$ cat src/rtl/ifetch_unit_if.sv
// Fetch-side bus bundle: instruction-ROM request/ack channel plus the decode hand-off.
//   irom: irom_req/irom_addr held stable until the cycle irom_ack is seen high (rdata valid then);
//   decode: inst_valid/inst hold until id_ready is seen high; a transfer happens when both are 1.
interface ifetch_unit_if;
    logic        irom_req;
    logic [31:0] irom_addr;
    logic        irom_ack;
    logic [31:0] irom_rdata;
    logic [31:0] inst;
    logic        inst_valid;
    logic        id_ready;

    modport master (
        output irom_req, irom_addr, inst, inst_valid,
        input  irom_ack, irom_rdata, id_ready
    );

    modport slave (
        input  irom_req, irom_addr, inst, inst_valid,
        output irom_ack, irom_rdata, id_ready
    );
endinterface

$ cat src/rtl/ifetch_unit.sv
// Instruction fetch unit: owns the PC, fetches over irom req/ack, hands words to decode.
// Optional macro IFETCH_PERF_EN adds perf_fetch_cnt / perf_wait_cnt counters.
module ifetch_unit #(
    parameter logic [31:0] RESET_PC = 32'h0000_0000
) (
    input  logic          cpu_clk,
    input  logic          cpu_rst,
    input  logic [31:0]   npc,
    input  logic          redirect,
    input  logic [31:0]   redirect_pc,
    output logic [31:0]   pc,
    output logic [1:0]    dbg_state,
    ifetch_unit_if.master bus
`ifdef IFETCH_PERF_EN
    ,
    output logic [31:0]   perf_fetch_cnt,
    output logic [31:0]   perf_wait_cnt
`endif
);

    typedef enum logic [1:0] {
        S_IDLE  = 2'd0,
        S_REQ   = 2'd1,
        S_VALID = 2'd2,
        S_DRAIN = 2'd3
    } state_t;

    state_t      state, state_n;
    logic [31:0] pc_n;
    logic [31:0] pend_pc, pend_pc_n;
    logic [31:0] inst, inst_n;
    logic        inst_valid, inst_valid_n;
    logic        irom_req, irom_req_n;

    assign bus.irom_req   = irom_req;
    assign bus.irom_addr  = pc;
    assign bus.inst       = inst;
    assign bus.inst_valid = inst_valid;
    assign dbg_state      = state;

    always_ff @(posedge cpu_clk) begin
        if (cpu_rst) begin
            state      <= S_IDLE;
            pc         <= RESET_PC;
            pend_pc    <= 32'h0;
            inst       <= 32'h0;
            inst_valid <= 1'b0;
            irom_req   <= 1'b0;
        end else begin
            state      <= state_n;
            pc         <= pc_n;
            pend_pc    <= pend_pc_n;
            inst       <= inst_n;
            inst_valid <= inst_valid_n;
            irom_req   <= irom_req_n;
        end
    end

    always_comb begin
        state_n      = state;
        pc_n         = pc;
        pend_pc_n    = pend_pc;
        inst_n       = inst;
        inst_valid_n = inst_valid;
        irom_req_n   = irom_req;
        case (state)
            S_IDLE: begin
                if (redirect) pc_n = redirect_pc;
                inst_valid_n = 1'b0;
                irom_req_n   = 1'b1;
                state_n      = S_REQ;
            end
            S_REQ: begin
                if (redirect) begin
                    // An acked request is already finished, so the redirect can take effect now.
                    if (bus.irom_ack) begin
                        pc_n = redirect_pc;
                    end else begin
                        pend_pc_n = redirect_pc;
                        state_n   = S_DRAIN;
                    end
                end else if (bus.irom_ack) begin
                    inst_n       = bus.irom_rdata;
                    inst_valid_n = 1'b1;
                    irom_req_n   = 1'b0;
                    state_n      = S_VALID;
                end
            end
            S_VALID: begin
                if (redirect) begin
                    pc_n         = redirect_pc;
                    inst_valid_n = 1'b0;
                    irom_req_n   = 1'b1;
                    state_n      = S_REQ;
                end else if (bus.id_ready) begin
                    pc_n         = npc;
                    inst_valid_n = 1'b0;
                    irom_req_n   = 1'b1;
                    state_n      = S_REQ;
                end
            end
            S_DRAIN: begin
                // The outstanding request stays untouched; its returned data is thrown away.
                if (redirect) pend_pc_n = redirect_pc;
                if (bus.irom_ack) begin
                    pc_n    = redirect ? redirect_pc : pend_pc;
                    state_n = S_REQ;
                end
            end
            default: state_n = S_IDLE;
        endcase
    end

`ifdef IFETCH_PERF_EN
    always_ff @(posedge cpu_clk) begin
        if (cpu_rst) begin
            perf_fetch_cnt <= 32'h0;
            perf_wait_cnt  <= 32'h0;
        end else begin
            if (state == S_VALID && bus.id_ready && !redirect)
                perf_fetch_cnt <= perf_fetch_cnt + 32'd1;
            if ((state == S_REQ || state == S_DRAIN) && !bus.irom_ack)
                perf_wait_cnt <= perf_wait_cnt + 32'd1;
        end
    end
`endif

endmodule

$ cat src/flat_wrapper.sv
// flat-port wrapper written by rule: the top's interface ports become plain ports
module ifetch_unit_flat 
#(
    parameter logic [31:0] RESET_PC = 32'h0000_0000
)
  (cpu_clk, cpu_rst, npc, redirect, redirect_pc, pc, dbg_state, bus_irom_req, bus_irom_addr, bus_inst, bus_inst_valid, bus_irom_ack, bus_irom_rdata, bus_id_ready);
  ifetch_unit_if bus_i ();
  input  logic cpu_clk;
  input  logic cpu_rst;
  input  logic [31:0] npc;
  input  logic redirect;
  input  logic [31:0] redirect_pc;
  output logic [31:0] pc;
  output logic [1:0] dbg_state;
  output wire logic [$bits(bus_i.irom_req)-1:0] bus_irom_req;
  output wire logic [$bits(bus_i.irom_addr)-1:0] bus_irom_addr;
  output wire logic [$bits(bus_i.inst)-1:0] bus_inst;
  output wire logic [$bits(bus_i.inst_valid)-1:0] bus_inst_valid;
  input wire logic [$bits(bus_i.irom_ack)-1:0] bus_irom_ack;
  input wire logic [$bits(bus_i.irom_rdata)-1:0] bus_irom_rdata;
  input wire logic [$bits(bus_i.id_ready)-1:0] bus_id_ready;
  assign bus_irom_req = bus_i.irom_req;
  assign bus_irom_addr = bus_i.irom_addr;
  assign bus_inst = bus_i.inst;
  assign bus_inst_valid = bus_i.inst_valid;
  assign bus_i.irom_ack = bus_irom_ack;
  assign bus_i.irom_rdata = bus_irom_rdata;
  assign bus_i.id_ready = bus_id_ready;
  ifetch_unit #(.RESET_PC(RESET_PC)) u_core (.cpu_clk(cpu_clk), .cpu_rst(cpu_rst), .npc(npc), .redirect(redirect), .redirect_pc(redirect_pc), .pc(pc), .dbg_state(dbg_state), .bus(bus_i));
endmodule
$ cat config.mk
export PLATFORM = sky130hd
export DESIGN_NAME = ifetch_unit_flat
export DESIGN_NICKNAME = d
export VERILOG_FILES = /design/src/rtl/ifetch_unit_if.sv /design/src/rtl/ifetch_unit.sv /design/src/flat_wrapper.sv
export SDC_FILE = /design/constraint.sdc
export NUM_CORES = 1
export LEC_CHECK = 0
export ABC_CLOCK_PERIOD_IN_PS = 2000
export CORE_UTILIZATION = 59
export DETAILED_ROUTE_END_ITERATION = 7
export DONT_BUFFER_PORTS = 1
export PLACE_DENSITY = 0.81
export SLEW_MARGIN = 30
export SYNTH_ARGS = -nofsm -noshare
export SYNTH_HDL_FRONTEND = slang
export SYNTH_SLANG_ARGS = --single-unit
$ cat constraint.sdc
create_clock -name cpu_clk -period 2 [get_ports cpu_clk]
set_input_delay 0.4 -clock cpu_clk [delete_from_list [all_inputs] [get_ports cpu_clk]]
set_output_delay 0.4 -clock cpu_clk [all_outputs]
set_load 0.02 [all_outputs]
==> metrics, run 1 <==
status finished clean; Avg Synthesized Cell Area roughly 9.5 um^2; busiest metal layer after global routing met2; total setup buffers inserted after CTS 0; Core ar. around 7700 um^2; layout cells sized above 1 between 10% and 20%; crit path kind reg2reg; CP Cell Sequence nor2_1 > o31a_2 > buf_12 > o2bb2ai_2; RePlAce Congestion ~0.75; initial cell density of the core 60.8%; FF-to-FF path depth 4; gate count of the mapped netlist around 490; CTS resizes 0; Min Clock Period, post-route around 1.7 ns; Worst Hold Depth 1; placed cell count roughly 530; Netlist Area Pre-Place 4670 um^2; Cell Rows 32; final hold slack approximately 0.11 ns; Crit Path Max Fanout 17; P_leak about 1.6 nW; I/O Pins around 200; Synth top area share a little over two fifths; Rel. slew slack between 50% and 60%; Layout Skew around 0.016 ns; vias in the first global route ~3400; fmax about 600 MHz; DR vias/cell 6.13; ANT nets after route 0; startpoint types register; data required time at the worst endpoint ~2.2 ns; final period utilization about 85%; Clock Pin Slew Worst Setup and Hold Paths approximately 0.090 ns; CP endpoint kind register; global-route wire length before repair approximately 16000 um; Layout area overhead 0.536%; flop2flop setup slack 0.31 ns; CP max stage cell dfxtp_1; Iteration-0 DRC Markers 107; dpl hpwl about 7000 um; Global Route met3 Usage 8.21%; Final Max Slew Viols 0; largest net degree at the start of global routing 70; worst IR drop on VDD approximately 0.42 mV; max-cap violation count 0; Final Non-Filler Cells between 500 and 600; synth unique cells 30; RSZ-0062 raised after global routing no; Worst Hold Path EP u_core.pend_pc[25]; hold crit path type in2reg; met2 usage between 40% and 50%; Hold Fails Final Rpt 0; maximum root-to-sink buffer count 2; Layout fillers between 600 and 700; CP top delay family compound AO/OA/AOI/OAI gates; # DRC 0; fraction of the yosys area taken by sequential cells 42.9%; worst slew pin tran slightly above 0.6 ns; GR Util met1 around 28%; GRT Total Usage between 20% and 30%; worst path bufs/invs 1; final global-route overflow total 0; Chip Width just over 90 um; Vias roughly 3400; Largest stage delay, worst path roughly 0.57 ns; Routed wire per std cell ~19 um; min-delay src cpu_rst; setup TNS 0 ns; cts hold-fix bufs 0; clk_lat worst skew between 0.3 and 0.4 ns; clock root buffer clkbuf_8; Power Density roughly 870 nW/um^2; # nets final approximately 540; RR Endpoint u_core.bus.irom_addr[28]; DIE AREA between 8000 and 9000 um^2; top cells by area, synth dfxtp_1 43%, o2bb2ai_2 9.6%, a21oi_1 7.2%; worst reg2reg path startpoint u_core.dbg_state[1]; Ant. Diodes 0; #FFs+latches synth 100; YS warnings 0; Worst Path Arrival around 1.9 ns; IO Port Bufs 0; WL final just over 10000 um; CTS tree built; Die Span Y around 91 um; Pre-antenna DRT Iters 4; cts bufs inserted 9; syn nets between 500 and 600; CTS Sinks 100; total number of H-tree levels 3; area leader, netlist dfxtp_1; initial antenna violation count 1; Final setup viols 0
-- worst reg2reg max path, delay by kind of cell (launching register included) --
kind | cells | cell delay (ns)
and+or+nand+nor | 1 | 0.12
buffers and inverters | 1 | 0.25
AOI/OAI and AO/OA | 2 | 0.64
DFF | 1 | 0.57
-- through the flow --
| stage | cell area [um^2] | total power [mW] | setup WS [ns] | util (%) |
|---|---|---|---|---|
| finish | 4700 | 4.07 | 0.309 | 61.1 |
| global route | 4700 | 4.26 | 0.189 | 61.1 |
| CTS | 4700 | 4.11 | 0.314 | 61.1 |
| detailed placement | 4490 | 2.80 | 0.327 | 58.4 |
| global placement | 4480 | 2.78 | 0.277 | 58.3 |
| floorplan | 4670 | 2.79 | 0.331 | - |
-- placed cells by master (no fill, tap or decap), types with 2 or more instances in the layout --
| cell | n |
|---|---|
| a22o_1 | 4 |
| mux2_1 | 17 |
| mux2_2 | 15 |
| clkinvlp_4 | 3 |
| nand3_1 | 32 |
| buf_4 | 13 |
| a21oi_1 | 67 |
| nor3b_1 | 2 |
| o21ai_0 | 35 |
| nor2b_1 | 2 |
| dfxtp_1 | 99 |
| inv_6 | 2 |
| o2bb2ai_2 | 30 |
| mux2i_1 | 30 |
| clkbuf_8 | 10 |
| nand2_1 | 65 |
| nor2b_4 | 2 |
| nor2_1 | 3 |
-- logic make-up after synthesis --
logic type	after synthesis	synth area share, %
AO/OA/AOI/OAI	140	22.0
buffers and inverters	78	9.94
flip-flops	100	42.9
multiplexers	62	14.1
AND/OR/NAND/NOR	113	11.0
-- synth_stat cells --
master / n
o211a_1: 1
inv_1: 1
a211oi_1: 1
nand4bb_1: 1
a22o_1: 4
o21a_1: 1
o21ai_0: 35
nor2b_1: 4
o2bb2ai_2: 30
buf_1: 2
nand3_1: 32
clkbuf_1: 19
nor2_1: 3
and3b_1: 1
mux2i_1: 30
mux2_2: 15
nand2_1: 65
buf_6: 3
nor3_1: 1
buf_4: 33
o31a_1: 1
or4_4: 1
a21oi_1: 67
and2_1: 1
buf_2: 20
nor4bb_1: 1
nand2b_1: 1
dfxtp_1: 100
mux2_1: 17
nor3b_1: 2
-- how the worst max path moves through the flow --
| stage | cells past startpoint | slack [ns] | start | to |
|---|---|---|---|---|
| 2_1_floorplan | 5 | 0.33 | u_core.dbg_state[0] | u_core.bus.irom_addr[18] |
| 3_3_place_gp | 3 | 0.28 | u_core.dbg_state[1] | u_core.pend_pc[28] |
| 3_5_place_dp | 5 | 0.33 | u_core.dbg_state[0] | u_core.bus.inst[4] |
| 4_1_cts | 5 | 0.31 | u_core.dbg_state[0] | u_core.bus.inst[4] |
| 5_1_grt | 5 | 0.19 | u_core.dbg_state[0] | u_core.bus.inst[6] |
| 6_report | 4 | 0.31 | u_core.dbg_state[1] | u_core.bus.irom_addr[28] |
-- registers in the layout, indices dropped and copies added (netlist names) --
register	cells
u_core.bus.irom_req	1
u_core.bus.inst	32
u_core.bus.inst_valid	1
u_core.bus.irom_addr	32
u_core.dbg_state	2
u_core.pend_pc	32
-- area by class of cell --
cell class	count	area, um^2	area share (%)
clock buffers	10	138	2.93
clock inverters	6	70.1	1.49
repair buffers	14	118	2.50
multi-input cells	315	2240	47.6
inverters	1	3.75	0.0799
flip-flops and latches	100	2000	42.7
well taps	102	128	2.72
-- power breakdown --
| part | internal (mW) | total, mW | switching, mW |
|---|---|---|---|
| logic | 0.186 | 0.417 | 0.231 |
| registers | 2.09 | 2.33 | 0.242 |
| clock network | 0.621 | 1.32 | 0.700 |
-- metal layers --
layer / vias up / routed length (um)
li1: 1598 / -
met2: 160 / 5090
met1: 1580 / 4010
met5: - / 11
met4: 2 / 256
met3: 20 / 906
(Power assumes the default switching activity.)
==> inputs of run 2 (changes only) <==
--- a/config.mk
+++ b/config.mk
@@ -5,7 +5,7 @@
 export SDC_FILE = /design/constraint.sdc
 export NUM_CORES = 1
 export LEC_CHECK = 0
-export ABC_CLOCK_PERIOD_IN_PS = 2000
+export ABC_CLOCK_PERIOD_IN_PS = 1700
 export CORE_UTILIZATION = 59
 export DETAILED_ROUTE_END_ITERATION = 7
 export DONT_BUFFER_PORTS = 1
==> constraint.sdc (replaced) <==
create_clock -name cpu_clk -period 1.7 [get_ports cpu_clk]
set_input_delay 0.34 -clock cpu_clk [delete_from_list [all_inputs] [get_ports cpu_clk]]
set_output_delay 0.34 -clock cpu_clk [all_outputs]
set_load 0.02 [all_outputs]
==> run 2 against run 1 <==
Against the previous run: clock power up 13%; register-to-register slack worse by 0.20 ns; clock skew down 0.0088 ns; worst setup slack worse by 0.25 ns; worst hold slack worse by 0.056 ns; count of clock-buffer cells in the layout up 1; final area up 1.6%; first-iteration DRC count up 29%; die area unchanged; combinational power up 22%.
==> metrics, run 2 (same netlist as run 1, synthesis figures left out) <==
global-route wire length before repair 16500 um (+0.33%); Worst Hold Depth 1 (unchanged); Global Route met3 Usage 8.46% (+0.25 points); CP endpoint kind output pin; DIE AREA 8280 um^2 (unchanged); initial cell density of the core 60.8% (unchanged); Crit Path Max Fanout 20 (+3); Iteration-0 DRC Markers 138 (+29%); Layout area overhead 2.14%; Final Non-Filler Cells 552 (+0.73%); Routed wire per std cell 18.8 um (+0.38%); total number of H-tree levels 3 (unchanged); Min Clock Period, post-route ~1.6 ns; Power Total 4.75 mW (+17%); RSZ-0062 raised after global routing no; IO Port Bufs 0 (unchanged); cts bufs inserted 9 (unchanged); min-delay src cpu_rst; layout cells sized above 1 18.7% (+0.51 points); Core ar. 7690 um^2 (unchanged); final period utilization between 90 and 100%; setup TNS 0 ns (unchanged); area post-placement 4580 um^2 (+2.0%); worst IR drop on VDD 0.509 mV (+21%); Power Density 995 nW/um^2 (+15%); vias in the first global route 3383 (-1.9%); P_leak 1.60 nW (+2.5%); Final Max Slew Viols 0 (unchanged); CP top delay family flip-flops; Rel. slew slack 57.9% (-1.8 points); startpoint types register; fmax about 610 MHz; Die Span Y 91.0 um (unchanged); RePlAce Congestion 0.778 (+3.8%); CP Cell Sequence buf_6 > buf_4; Cell Rows 32 (unchanged); Clock Pin Slew Worst Setup and Hold Paths 0.09 ns (about the same); clock root buffer clkbuf_8; Layout Skew 0.00752 ns (-0.00883 ns); data required time at the worst endpoint 1.36 ns (-0.87 ns); Vias 3393 (+0.98%); Final setup viols 0 (unchanged); final global-route overflow total 0 (unchanged); FF-to-FF path depth 4 (unchanged); GRT Total Usage 25.0% (-0.036 points); busiest metal layer after global routing met2; commonest non-fill, non-tap cell in the layout dfxtp_1; crit path kind reg2out; Hold Fails Final Rpt 0 (unchanged); Post-Layout Inst Area 4770 um^2 (+1.6%); Chip Width 91.0 um (unchanged); Ant. Diodes 0 (unchanged); largest net degree at the start of global routing 70 (unchanged); commonest non-fill, non-tap cells in the layout 99 x dfxtp_1, 67 x a21oi_1, 65 x nand2_1, 35 x o21ai_0, 32 x nand3_1; hold crit path type in2reg; CP max stage cell dfxtp_2; Worst Path Arrival 1.30 ns (-0.63 ns); max-cap violation count 0 (unchanged); ANT nets after route 0 (unchanged); Pre-antenna DRT Iters 6 (+2); CTS Sinks 100 (unchanged); WL final 10400 um (+1.1%); CTS tree built; worst slew pin tran 0.630 ns (+0.0272 ns); # DRC 0 (unchanged); maximum root-to-sink buffer count 2 (unchanged); worst reg2reg path startpoint u_core.dbg_state[0]; met2 usage 43.2% (-0.13 points); worst path bufs/invs 2 (+1); status finished clean; Layout fillers 648 (-2.3%); Largest stage delay, worst path 0.51 ns (-0.06 ns); DR vias/cell 6.15 (+0.25%); # nets final 547 (+0.92%); Critical Path Source u_core.dbg_state[0]; Crit path depth 2 (-2); clk_lat worst skew 0.35 ns (about the same); initial antenna violation count 1 (unchanged); I/O Pins 201 (unchanged); GR Util met1 27.8% (-0.38 points); dpl hpwl 7120 um (+1.2%); placed cell count 537 (+0.94%)
## run 2: final timing paths
check                           slack [ns]                       end
worst max-delay path                  0.06              dbg_state[0]
worst min register to register        0.48        u_core.pend_pc[29]
worst max register to register        0.11  u_core.bus.irom_addr[23]
worst min-delay path                  0.05       u_core.bus.inst[24]
## run 2: layout make-up
type                    count  area, um^2  share of cell area (%)
inverters                   1        3.75                  0.0787
clock inverters             4        50.0                    1.05
well taps                 102         128                    2.68
repair buffers             19         209                    4.38
clock buffers              11         141                    2.96
multi-input cells         315        2240                    46.9
flip-flops and latches    100        2000                    42.0
## run 2: where the power goes
part	total [mW]	leakage (nW)	internal (mW)	switching, mW
Sequential	2.75	0.816	2.46	0.289
Clock	1.49	0.0914	0.712	0.780
Combinational	0.509	0.694	0.238	0.271
Total	4.75	1.60	3.41	1.34
## run 2: what timing repair did
item,4_1_cts,5_1_grt
resized for setup,1,0
buffers inserted,0,0
hold buffers,0,0
endpoints found under the setup margin,1,0
## run 2: layer usage
layer	share of wire, %	vias to the layer above	wire length [um]
li1	-	1607	-
met1	39	1613	4090
met2	49	157	5090
met3	9.5	14	987
met4	1.9	2	201
met5	0.11	-	11
## run 2: metrics by stage
step	hold slack, ns	setup slack (ns)	util (%)
floorplan	0.450	0.0315	-
global placement	0.418	0.0198	59.5
detailed placement	0.419	0.0911	59.5
CTS	0.0279	0.0511	62.1
global route	0.0228	0.00115	62.1
finish	0.0504	0.0639	62.1
==> inputs of run 3 (changes only) <==
--- a/config.mk
+++ b/config.mk
@@ -6,10 +6,11 @@
 export NUM_CORES = 1
 export LEC_CHECK = 0
 export ABC_CLOCK_PERIOD_IN_PS = 1700
-export CORE_UTILIZATION = 59
+export CORE_MARGIN = 10
+export CORE_UTILIZATION = 25
 export DETAILED_ROUTE_END_ITERATION = 7
 export DONT_BUFFER_PORTS = 1
-export PLACE_DENSITY = 0.81
+export PLACE_DENSITY = 0.44
 export SLEW_MARGIN = 30
 export SYNTH_ARGS = -nofsm -noshare
 export SYNTH_HDL_FRONTEND = slang
==> run 3 against run 2 <==
Against the previous run: maximum frequency is 8.9% higher; register-to-register slack better by 0.11 ns; final cell count rose by 24%; global-route usage fell by 14 points; non-clock buffer count increased by 2; sequential share of layout area is 2.5 points lower; clock skew rose by 0.00064 ns; largest cell class unchanged; highest routed layer unchanged.
==> metrics, run 3 (same netlist as run 1, synthesis figures left out) <==
register area 2000 um^2 (unchanged); Routed wire per std cell 20.5 um (+9.2%); flop2flop setup slack 0.22 ns (+0.11 ns); CP Cell Sequence buf_12 > buf_4; RePlAce Congestion 0.740 (-4.9%); CTS Sinks 100 (unchanged); clock root buffer clkbuf_16; Hold Fails Final Rpt 0 (unchanged); GRT Total Usage 11.2% (-14 points); hold crit path type in2reg; Vias 3400 (+0.21%); Layout fillers 1917 (+200%); crit path kind reg2out; DR vias/cell 4.98 (-19%); IO Port Bufs 0 (unchanged); maximum root-to-sink buffer count 2 (unchanged); Final Max Slew Viols 0 (unchanged); setup TNS 0 ns (unchanged); Final setup viols 0 (unchanged); final global-route overflow total 0 (unchanged); P_leak 1.66 nW (+3.9%); Layout Skew 0.00817 ns (+0.000642 ns); Die Span Y 157 um (+72%); Cell Rows 49 (+53%); Power Density 1070 nW/um^2 (+7.8%); total setup buffers inserted after CTS 0 (unchanged); Min Clock Period, post-route 1.50 ns (-0.134 ns); Layout area overhead 8.71%; max-cap violation count 0 (unchanged); global-route wire length before repair 21300 um (+29%); CTS resizes 0 (-1); ANT nets after route 0 (unchanged); Clock Pin Slew Worst Setup and Hold Paths 0.07 ns (-0.02 ns); RSZ-0062 raised after global routing no; Core ar. 18100 um^2 (+140%); Iteration-0 DRC Markers 139 (+0.72%); largest net degree at the start of global routing 70 (unchanged); area occupied by multi-input gates 2230 um^2 (-0.22%); Worst Path Arrival 1.16 ns (-0.14 ns); startpoint types register; cts hold-fix bufs 0 (unchanged); total number of H-tree levels 3 (unchanged); dpl hpwl 10100 um (+42%); commonest non-fill, non-tap cell in the layout dfxtp_1; Rel. slew slack 61.6% (+3.7 points); worst IR drop on VDD 0.430 mV (-15%); Crit Path Max Fanout 42 (+110%); cts bufs inserted 9 (unchanged); initial antenna violation count 2 (+1); CP endpoint kind output pin; I/O Pins 201 (unchanged); commonest non-fill, non-tap cells in the layout 99 x dfxtp_1, 67 x a21oi_1, 65 x nand2_1, 35 x o21ai_0, 32 x nand3_1; Chip Width 157 um (+72%); fmax 666 MHz (+8.9%); initial cell density of the core 25.7% (-35 points); layout cells sized above 1 19.0% (+0.32 points); WL final 14000 um (+35%); final hold slack 0.0507 ns (+0.000243 ns); worst slew pin tran 0.575 ns (-0.0547 ns); Largest stage delay, worst path 0.36 ns (-0.15 ns); final period utilization 88.4% (-7.9 points); # DRC 0 (unchanged); # nets final 549 (+0.37%); status finished clean; DIE AREA 24600 um^2 (+200%); Pre-antenna DRT Iters 4 (-2); vias in the first global route 3453 (+2.1%); CP max stage cell dfxtp_2; data required time at the worst endpoint 1.36 ns (about the same); clk_lat worst skew 0.35 ns (about the same); CTS tree built
-- run 3: cell types whose count changed in the layout (fill, tap and decap cells not counted), sizes merged --
cell / delta
clkinv: -1
buf: +2
diode: +1
clkbuf: +2
-- run 3: layout make-up --
cell class              count  area share, %
diodes                      1         0.0493
clock buffers              13           5.13
clock inverters             3          0.887
inverters                   1         0.0739
multi-input cells         315           43.9
flip-flops and latches    100           39.5
well taps                 229           5.64
repair buffers             21           4.83
-- run 3: power by group --
part	internal [mW]	total (mW)	switching, mW
clock network	1.22	2.15	0.927
logic	0.251	0.542	0.291
registers	2.46	2.75	0.294
total	3.94	5.45	1.51
-- run 3: worst max-delay path: cells and delay by family (launching register included) --
family                 cells  cell delay (ns)
buffers and inverters      2             0.45
DFF                        1             0.36
-- run 3: layer usage --
metal  track usage [%]  vias to the layer above  wire length, um
met5                 0                        -               13
met4              3.37                        2              153
met3              7.04                       19             1940
met2              17.4                      139             6350
met1              12.5                     1620             5570
li1                  -                     1620                -
-- run 3: worst paths after layout --
| kind | start | to | cells after the start |
|---|---|---|---|
| worst max-delay path | u_core.dbg_state[0] | dbg_state[0] | 2 |
| worst min-delay path | cpu_rst | u_core.pend_pc[19] | 1 |
| worst max register to register | u_core.dbg_state[0] | u_core.bus.inst[28] | 5 |
| worst min register to register | u_core.pend_pc[31] | u_core.pend_pc[31] | 2 |
-- run 3: stage by stage --
step                      setup WS (ns)  instances  util, %  total power, mW  cell area, um^2
final                             0.198        683     28.0             5.45             5080
after global routing             0.0371        682     28.0             5.70             5070
after CTS                         0.161        682     28.0             5.54             5070
after detailed placement          0.191        666     26.3             3.37             4770
after global placement            0.203        666     26.3             3.35             4770
after floorplan                  0.0315        493        -             3.28             4670
